**config.mk**
```make
export PLATFORM = sky130hd
export DESIGN_NAME = pipeline_hazard_ctrl
export DESIGN_NICKNAME = d
export VERILOG_FILES = /design/src/rtl/hazard_pkg.sv /design/src/rtl/forward_select.sv /design/src/rtl/pipeline_hazard_ctrl.sv
export SDC_FILE = /design/constraint.sdc
export NUM_CORES = 1
export LEC_CHECK = 0
export CAP_MARGIN = 20
export CORE_MARGIN = 10
export CORE_UTILIZATION = 44
export DETAILED_ROUTE_END_ITERATION = 6
export PLACE_DENSITY = 0.86
export SYNTH_ARGS = -nofsm -noshare
export SYNTH_HDL_FRONTEND = slang
export SYNTH_SLANG_ARGS = --single-unit
```
**constraint.sdc**
```tcl
create_clock -name clk -period 2.7 [get_ports clk]
set_input_delay 0.405 -clock clk [delete_from_list [all_inputs] [get_ports clk]]
set_output_delay 0.405 -clock clk [all_outputs]
set_load 0.005 [all_outputs]
```
**src/rtl/hazard_pkg.sv**
```systemverilog
// Shared types and constants for the pipeline hazard controller and its
// forwarding-select slices.
package hazard_pkg;

  typedef enum logic {
    RUN   = 1'b0,
    MWAIT = 1'b1
  } state_t;

  localparam logic [1:0] FWD_RF  = 2'b00;
  localparam logic [1:0] FWD_EX  = 2'b01;
  localparam logic [1:0] FWD_MEM = 2'b10;
  localparam logic [1:0] FWD_WB  = 2'b11;

  localparam logic [4:0] REG_G0 = 5'd0;

endpackage

```
**src/rtl/forward_select.sv**
```systemverilog
// One operand's forwarding mux select. Priority is EX > MEM > WB, and g0 is
// never forwarded because it always reads as zero.
module forward_select
  import hazard_pkg::*;
(
  input  logic [4:0] src,
  input  logic       used,
  input  logic [4:0] ex_rd,
  input  logic       ex_le,
  input  logic [4:0] mem_rd,
  input  logic       mem_le,
  input  logic [4:0] wb_rd,
  input  logic       wb_le,
  output logic [1:0] sel,
  output logic       ex_match
);

  logic live;
  logic mem_match;
  logic wb_match;

  assign live      = used && (src != REG_G0);
  assign ex_match  = live && ex_le  && (src == ex_rd);
  assign mem_match = live && mem_le && (src == mem_rd);
  assign wb_match  = live && wb_le  && (src == wb_rd);

  always_comb begin
    sel = FWD_RF;
    if (ex_match)       sel = FWD_EX;
    else if (mem_match) sel = FWD_MEM;
    else if (wb_match)  sel = FWD_WB;
  end

endmodule

```
**src/rtl/pipeline_hazard_ctrl.sv**
```systemverilog
// Pipeline-register enables/clears and operand forwarding for a 5-stage core:
// load-use stalls, data-memory wait freezes and annulled delay-slot squashes.
module pipeline_hazard_ctrl
  import hazard_pkg::*;
#(
  parameter int CNT_W = 16
) (
  input  logic             clk,
  input  logic             reset,
  input  logic [4:0]       ID_rs1,
  input  logic [4:0]       ID_rs2,
  input  logic [4:0]       ID_rd,
  input  logic             ID_rs1_used,
  input  logic             ID_rs2_used,
  input  logic             ID_rd_used,
  input  logic             ID_branch,
  input  logic             ID_annul,
  input  logic [4:0]       EX_RD,
  input  logic             EX_RF_LE,
  input  logic             EX_load,
  input  logic [4:0]       MEM_RD,
  input  logic [4:0]       WB_RD,
  input  logic             MEM_RF_LE,
  input  logic             WB_RF_LE,
  input  logic             dmem_wait,
  output logic [1:0]       FWD_A,
  output logic [1:0]       FWD_B,
  output logic [1:0]       FWD_D,
  output logic             PC_LE,
  output logic             nPC_LE,
  output logic             IF_ID_LE,
  output logic             ID_EX_LE,
  output logic             EX_MEM_LE,
  output logic             IF_ID_clr,
  output logic             ID_EX_clr,
  output logic             MEM_WB_clr,
  output logic [CNT_W-1:0] stall_cnt,
  output logic [CNT_W-1:0] squash_cnt
);

  logic [4:0] src      [3];
  logic       used     [3];
  logic [1:0] sel      [3];
  logic       ex_match [3];

  assign src[0]  = ID_rs1;
  assign src[1]  = ID_rs2;
  assign src[2]  = ID_rd;
  assign used[0] = ID_rs1_used;
  assign used[1] = ID_rs2_used;
  assign used[2] = ID_rd_used;

  genvar gi;
  generate
    for (gi = 0; gi < 3; gi++) begin : g_fwd
      forward_select u_sel (
        .src      (src[gi]),
        .used     (used[gi]),
        .ex_rd    (EX_RD),
        .ex_le    (EX_RF_LE),
        .mem_rd   (MEM_RD),
        .mem_le   (MEM_RF_LE),
        .wb_rd    (WB_RD),
        .wb_le    (WB_RF_LE),
        .sel      (sel[gi]),
        .ex_match (ex_match[gi])
      );
    end
  endgenerate

  assign FWD_A = reset ? FWD_RF : sel[0];
  assign FWD_B = reset ? FWD_RF : sel[1];
  assign FWD_D = reset ? FWD_RF : sel[2];

  logic   lu;
  logic   stall_ev;
  logic   squash_fire;
  state_t state_reg, state_next;
  logic   squash_reg, squash_next;

  assign lu          = EX_load && (ex_match[0] || ex_match[1] || ex_match[2]);
  assign stall_ev    = dmem_wait || lu;
  assign squash_fire = squash_reg && !stall_ev;

  always_comb begin
    state_next  = state_reg;
    squash_next = squash_reg;
    case (state_reg)
      RUN:     if (dmem_wait)  state_next = MWAIT;
      MWAIT:   if (!dmem_wait) state_next = RUN;
      default: state_next = RUN;
    endcase
    // The squashed delay slot is a bubble, so it can never arm a new squash.
    if (!stall_ev) begin
      if (squash_reg)                          squash_next = 1'b0;
      else if (ID_branch && ID_annul && ID_EX_LE) squash_next = 1'b1;
    end
  end

  always_comb begin
    PC_LE      = 1'b1;
    nPC_LE     = 1'b1;
    IF_ID_LE   = 1'b1;
    ID_EX_LE   = 1'b1;
    EX_MEM_LE  = 1'b1;
    IF_ID_clr  = 1'b0;
    ID_EX_clr  = 1'b0;
    MEM_WB_clr = 1'b0;
    if (reset) begin
      PC_LE      = 1'b0;
      nPC_LE     = 1'b0;
      IF_ID_LE   = 1'b0;
      ID_EX_LE   = 1'b0;
      EX_MEM_LE  = 1'b0;
      IF_ID_clr  = 1'b1;
      ID_EX_clr  = 1'b1;
      MEM_WB_clr = 1'b1;
    end else if (dmem_wait) begin
      PC_LE      = 1'b0;
      nPC_LE     = 1'b0;
      IF_ID_LE   = 1'b0;
      ID_EX_LE   = 1'b0;
      EX_MEM_LE  = 1'b0;
      MEM_WB_clr = 1'b1;
    end else if (lu) begin
      // Hold fetch/decode; ID/EX loads a bubble while the load moves on.
      PC_LE     = 1'b0;
      nPC_LE    = 1'b0;
      IF_ID_LE  = 1'b0;
      ID_EX_clr = 1'b1;
    end else if (squash_reg) begin
      ID_EX_clr = 1'b1;
    end
  end

  always_ff @(posedge clk or posedge reset) begin
    if (reset) begin
      state_reg  <= RUN;
      squash_reg <= 1'b0;
      stall_cnt  <= '0;
      squash_cnt <= '0;
    end else begin
      state_reg  <= state_next;
      squash_reg <= squash_next;
      if (stall_ev && (stall_cnt != '1))
        stall_cnt <= stall_cnt + 1'b1;
      if (squash_fire && (squash_cnt != '1))
        squash_cnt <= squash_cnt + 1'b1;
    end
  end

endmodule
```
==> flow_metrics.env, run 1 <==
export IMPL_outcome="finished clean"
export IMPL_worstSetupPathType="input port to primary output"
export IMPL_clock_root_buffer="clkbuf_8"
export IMPL_areaGrowthSynthToFinish_pct=58.9
export IMPL_core_area_sq_um=5070
export IMPL_drt_total_wl_um=7850
export IMPL_setup_violations=0
export IMPL_rrSetupSlack_ns=0.64
export IMPL_htreeDepth=2
export IMPL_hold_class="flop to flop"
export IMPL_relSlewSlack_pct=72.3
export IMPL_synth_seq_cells=33
export IMPL_yosysSeqAreaShare_pct=36.1
export IMPL_rsz0062_at_grt="false"
export IMPL_combinationalPowerShare_pct=35.8
export IMPL_drtAntennaViolNets=0
export IMPL_vdd_drop_max_mv=0.510
export IMPL_fp_dieW_um=92.1
export IMPL_io_buffer_count=87
export IMPL_grt_pass1_wl_um=12400
export IMPL_finalPower_w=0.00160
export IMPL_cp_max_fo=3
export IMPL_p_leak_nw=1.57
export IMPL_synth_ff_type="dfrtp_1"
export IMPL_cts_buffers_inserted=5
export IMPL_switchingPower_w=0.000521
export IMPL_final_setup_tns_ns=0
export IMPL_initial_utilization_pct=45.0
export IMPL_wl_per_cell_um=17.8
export IMPL_p_seq_share_pct=41.5
export IMPL_final_common_cell="clkdlybuf4s50_1"
export IMPL_max_freq_mhz=385
export IMPL_p_int_w=0.00107
export IMPL_die_h_um=92.1
export IMPL_mostFrequentLayoutCells="clkdlybuf4s50_1, xnor2_1, buf_4"
export IMPL_clock_power_share_pct=22.7
export IMPL_final_core_util_pct=71.5
export IMPL_slew_violations=0
export IMPL_netlist_instances=245
export IMPL_insertion_delay_ns=0.29
export IMPL_num_rows=26
export IMPL_dieArea_sq_um=8480
export IMPL_start_kind="input port"
export IMPL_cts_tree="yes"
export IMPL_clock_skew_ns=0.00649
export IMPL_clk_pin_slew_ns=0.07
export IMPL_clock_sinks=33
export IMPL_period_minus_slack_ns=2.60
export IMPL_drc=0
export IMPL_n_antenna_cell=0
export IMPL_cp_end_kind="primary output"
export IMPL_yosysWarnings=0
export IMPL_crit_required_ns=2.30
export IMPL_grt_max_degree=34
export IMPL_track_usage_pct=18.0
export IMPL_synth_edf_count=0
export IMPL_netlist_area_sq_um=2280
export IMPL_clockBufferDepth=2
export IMPL_syn_nets=289
export IMPL_powerDensity_nw_per_um2=440
export IMPL_drive_gt1_share_pct=20.5
export IMPL_max_cap_violations=0
export IMPL_ys_async_sr_fraction_pct=100
export IMPL_pin_count=88
export IMPL_grt_overflow_total=0
export IMPL_worst_slew_pin_slew_ns=0.415
export IMPL_hold_viol=0
export IMPL_fin_crit_sh_pct=96.3
export IMPL_fin_nets=414
export IMPL_viasPerCell=5.21
export IMPL_drt_iter0_markers=79
export IMPL_gp_congestion=0.927
export IMPL_p_sw_share_pct=32.7
export IMPL_avgSynthCellArea_sq_um=9.33
export IMPL_dp_hpwl_um=6350
export IMPL_ys_types=39
export IMPL_cp_arrival_ns=2.19
export IMPL_firstDrtPassIters=4
export IMPL_grt_pass1_vias=2422
export IMPL_grt_antenna_before_repair=0
export IMPL_vias=2297
## cells in the mapped netlist, types with 2 or more instances
| cell type | instances | share of area [%] |
|---|---|---|
| or2_2 | 2 | 0.55 |
| dfrtp_1 | 33 | 36 |
| o21ai_1 | 2 | 0.44 |
| nor4_1 | 6 | 1.6 |
| nand3_1 | 17 | 3.7 |
| nand4_1 | 15 | 4.1 |
| and3_1 | 4 | 1.1 |
| xor2_1 | 21 | 8.1 |
| ha_1 | 2 | 1.1 |
| xnor2_1 | 52 | 20 |
| nor2_1 | 18 | 3.0 |
| nor3b_1 | 3 | 0.99 |
| inv_1 | 5 | 0.82 |
| o21ai_2 | 2 | 0.77 |
| nor3_1 | 5 | 1.1 |
| o21ai_0 | 6 | 1.3 |
| buf_4 | 5 | 1.6 |
| clkbuf_1 | 2 | 0.33 |
| or4_1 | 3 | 0.99 |
| a21oi_1 | 3 | 0.66 |
| o31ai_1 | 2 | 0.66 |
| and2_1 | 2 | 0.55 |
| nand2_1 | 19 | 3.1 |
## metrics by stage
stage | worst slack [ns] | hold WS (ns) | area, sq um | std cells
floorplan | 0.260 | 0.477 | 2280 | 245
global placement | -0.368 | 0.476 | 3470 | 431
detailed placement | -0.447 | 0.485 | 3470 | 431
CTS | -0.0226 | 0.496 | 3610 | 442
global route | 0.00411 | 0.521 | 3630 | 441
finish | 0.101 | 0.491 | 3630 | 441
## critical path, stage by stage
cell and delay, ns:
dlygate4sd2_1 0.24, or4_4 0.55, o21ai_4 0.19, buf_4 0.15, nor2_1 0.04, nand3_1 0.10, o21ai_0 0.09, nor3b_2 0.16
dlygate4sd2_1 0.27
## cells by family after synthesis
logic type	after synthesis	synth area share (%)
compound gates	19	5.59
xor+xnor	73	28.0
fa+ha+maj	2	1.10
buf+inv	13	3.01
flops	33	36.1
mux	2	1.15
simple gates	103	25.0
## metal layers
metal	part of all wire (%)	GRT usage [%]
met2	54	32.9
met1	39	19.7
met4	1.3	5.91
met3	5.7	4.73
met5	0	0
## power by group through the flow
stage | Combinational [W] | Sequential, W | Clock [W]
floorplan | 0.000220 | 0.000659 | 0
global placement | 0.000545 | 0.000661 | 0
detailed placement | 0.000568 | 0.000668 | 0
CTS | 0.000573 | 0.000661 | 0.000367
global route | 0.000616 | 0.000674 | 0.000387
finish | 0.000571 | 0.000662 | 0.000363
## worst paths after layout
| check | from | to | cells after the start |
|---|---|---|---|
| max reg2reg | squash_cnt[2] | squash_cnt[8] | 8 |
| min reg2reg | stall_cnt[15] | stall_cnt[15] | 1 |
| max in group asynchronous | reset | squash_cnt[6] | 4 |
| min | stall_cnt[15] | stall_cnt[15] | 1 |
| max | ID_rs1[0] | FWD_A[1] | 9 |
| min in group asynchronous | reset | squash_reg | 4 |
## layout make-up
type | count | area, sq um
timing repair buffer | 126 | 1140
fill | 383 | 1450
tap | 70 | 87.6
clock buffer | 5 | 68.8
clock inverter | 3 | 17.5
inverter | 5 | 18.8
sequential | 33 | 826
multi-input combinational | 199 | 1470
## repair_timing
action / in CTS / in global routing
hold buffers: 0 / 0
pin swaps: 7 / 4
resized for setup: 43 / 15
buffers inserted: 3 / 0
setup endpoints to repair: 13 / 15
gates cloned: 0 / 0
Note: power is estimated with default switching activity, not from simulation.
==> run 2, diff against run 1 <==
--- a/config.mk
+++ b/config.mk
@@ -6,7 +6,7 @@
 export NUM_CORES = 1
 export LEC_CHECK = 0
 export CAP_MARGIN = 20
-export CORE_MARGIN = 10
+export CORE_MARGIN = 3
 export CORE_UTILIZATION = 44
 export DETAILED_ROUTE_END_ITERATION = 6
 export PLACE_DENSITY = 0.86
==> flow_metrics.env, run 2 (synthesized netlist as in run 1, its figures left out) <==
export IMPL_clock_sinks=33
export IMPL_viasPerCell=5.51
export IMPL_cp_end_kind="primary output"
export IMPL_finalPower_w=0.00158
export IMPL_drt_iter0_markers=225
export IMPL_fin_nets=415
export IMPL_max_stage_delay_ns=0.43
export IMPL_worstPathCellList="clkdlybuf4s50_1, or4_4, o21ai_2, nor3_2, o31a_4, nor2_1, o21ai_1, buf_2"
export IMPL_fp_dieW_um=78.1
export IMPL_worst_slew_pin_slew_ns=0.397
export IMPL_min_to="stall_cnt[5]"
export IMPL_grt_antenna_before_repair=0
export IMPL_cts_buffers_inserted=5
export IMPL_rr_startpoint="squash_cnt[2]"
export IMPL_mostFrequentLayoutCells="clkdlybuf4s50_1, xnor2_1, buf_4"
export IMPL_hold_viol=0
export IMPL_fin_hold_ws_ns=0.507
export IMPL_violations="negative setup slack"
export IMPL_drive_gt1_share_pct=19.6
export IMPL_grt_pass1_vias=2566
export IMPL_clockBufferDepth=2
export IMPL_vdd_drop_max_mv=0.421
export IMPL_clock_root_buffer="clkbuf_8"
export IMPL_htreeDepth=2
export IMPL_vias=2418
export IMPL_areaGrowthSynthToFinish_pct=57.8
export IMPL_worstSetupPathType="input port to primary output"
export IMPL_stdcell_count=439
export IMPL_cts_tree="yes"
export IMPL_hp_start="stall_cnt[5]"
export IMPL_reg2reg_depth=9
export IMPL_grt_overflow_total=0
export IMPL_max_freq_mhz=370
export IMPL_crit_buf_inv=2
export IMPL_insertion_delay_ns=0.27
export IMPL_drc=0
export IMPL_cp_max_fo=4
export IMPL_rrSetupSlack_ns=0.52
export IMPL_pin_count=88
export IMPL_clk_pin_slew_ns=0.07
export IMPL_io_buffer_count=87
export IMPL_p_leak_nw=1.53
export IMPL_cp_arrival_ns=2.30
export IMPL_final_core_util_pct=73.9
export IMPL_setup_violations=1
export IMPL_dp_hpwl_um=5880
export IMPL_cts_hold_buf=0
export IMPL_track_usage_pct=25.9
export IMPL_outcome="finished with violations"
export IMPL_period_minus_slack_ns=2.70
export IMPL_gp_congestion=1.02
export IMPL_core_area_sq_um=4880
export IMPL_r2r_end="squash_cnt[15]"
export IMPL_rsz0062_at_grt="true"
export IMPL_final_common_cell="clkdlybuf4s50_1"
export IMPL_hold_class="flop to flop"
export IMPL_dieArea_sq_um=6090
export IMPL_num_rows=25
export IMPL_n_antenna_cell=0
export IMPL_initial_utilization_pct=46.8
export IMPL_min_path_cells=1
export IMPL_relSlewSlack_pct=73.1
export IMPL_firstDrtPassIters=4
export IMPL_grt_pass1_wl_um=12400
export IMPL_cpLargestDelayFamily="compound AO/OA/AOI/OAI gates"
export IMPL_powerDensity_nw_per_um2=439
export IMPL_drtAntennaViolNets=0
export IMPL_max_cap_violations=0
export IMPL_dp_cells=426
export IMPL_slew_violations=0
export IMPL_drt_total_wl_um=7800
export IMPL_crit_required_ns=2.30
export IMPL_clock_skew_ns=0.00498
export IMPL_slowest_stage="or4_4"
export IMPL_wl_per_cell_um=17.8
export IMPL_die_h_um=78.1
export IMPL_grt_max_degree=34
export IMPL_start_kind="input port"
export IMPL_fin_crit_sh_pct=100
export IMPL_fin_ws_ns=-0.00314
-- run 2: changes by cell type in the layout (fill, tap and decap cells not counted), sizes merged --
| cell | delta |
|---|---|
| dlygate4sd2 | +7 |
| dlymetal6s2s | -6 |
| buf | +2 |
| clkdlybuf4s15 | -2 |
| clkdlybuf4s50 | +2 |
| clkbuf | -1 |
| clkinvlp | -1 |
-- run 2: power by group --
| part | total (W) | switching (W) | leakage (nW) | internal (W) |
|---|---|---|---|---|
| logic | 0.000571 | 0.000244 | 1.05 | 0.000327 |
| clock network | 0.000352 | 0.000174 | 0.0450 | 0.000178 |
| registers | 0.000660 | 0.0000918 | 0.434 | 0.000569 |
| total | 0.00158 | 0.000509 | 1.53 | 0.00107 |
-- run 2: cell type report --
type,instances,area [sq um]
well taps,67,83.8
clock inverters,2,10.0
fillers,337,1270
flip-flops and latches,33,826
inverters,5,18.8
clock buffers,6,72.6
repair buffers,127,1140
multi-input cells,199,1460
-- run 2: through the flow --
stage	worst slack [ns]	TNS [ns]	instance area (sq um)
2_1_floorplan	0.260	0	2280
3_3_place_gp	-0.367	-5.61	3450
3_5_place_dp	-0.461	-8.80	3450
4_1_cts	0.0589	0	3590
5_1_grt	-0.0929	-0.290	3600
6_report	-0.00314	-0.00314	3600
-- run 2: layer usage --
layer / track usage (%) / vias to the layer above / routed length, um
met5: 0 / - / 0
met2: 46.3 / 112 / 4020
met3: 6.08 / 34 / 475
met1: 29.5 / 1167 / 3000
met4: 10.8 / 0 / 309
li1: - / 1105 / -
-- run 2: repair_timing --
item | CTS | global route
resized for setup | 46 | 6
setup endpoints to repair | 16 | 7
hold endpoints to repair | 0 | 0
buffers inserted | 5 | 0
pin swaps | 14 | 3
-- run 2: how the worst max path moves through the flow --
stage                         start        endpoint  slack [ns]  cells after the start
after floorplan           ID_rs2[0]  squash_cnt[12]        0.26                      7
after global placement     ID_rd[0]          nPC_LE       -0.37                      7
after detailed placement  ID_rs2[3]           PC_LE       -0.46                      7
after CTS                 ID_rs2[0]        FWD_B[1]        0.06                      9
after global routing      ID_rs1[0]       ID_EX_clr       -0.09                      8
final                     ID_rs1[0]       ID_EX_clr      -0.003                      8
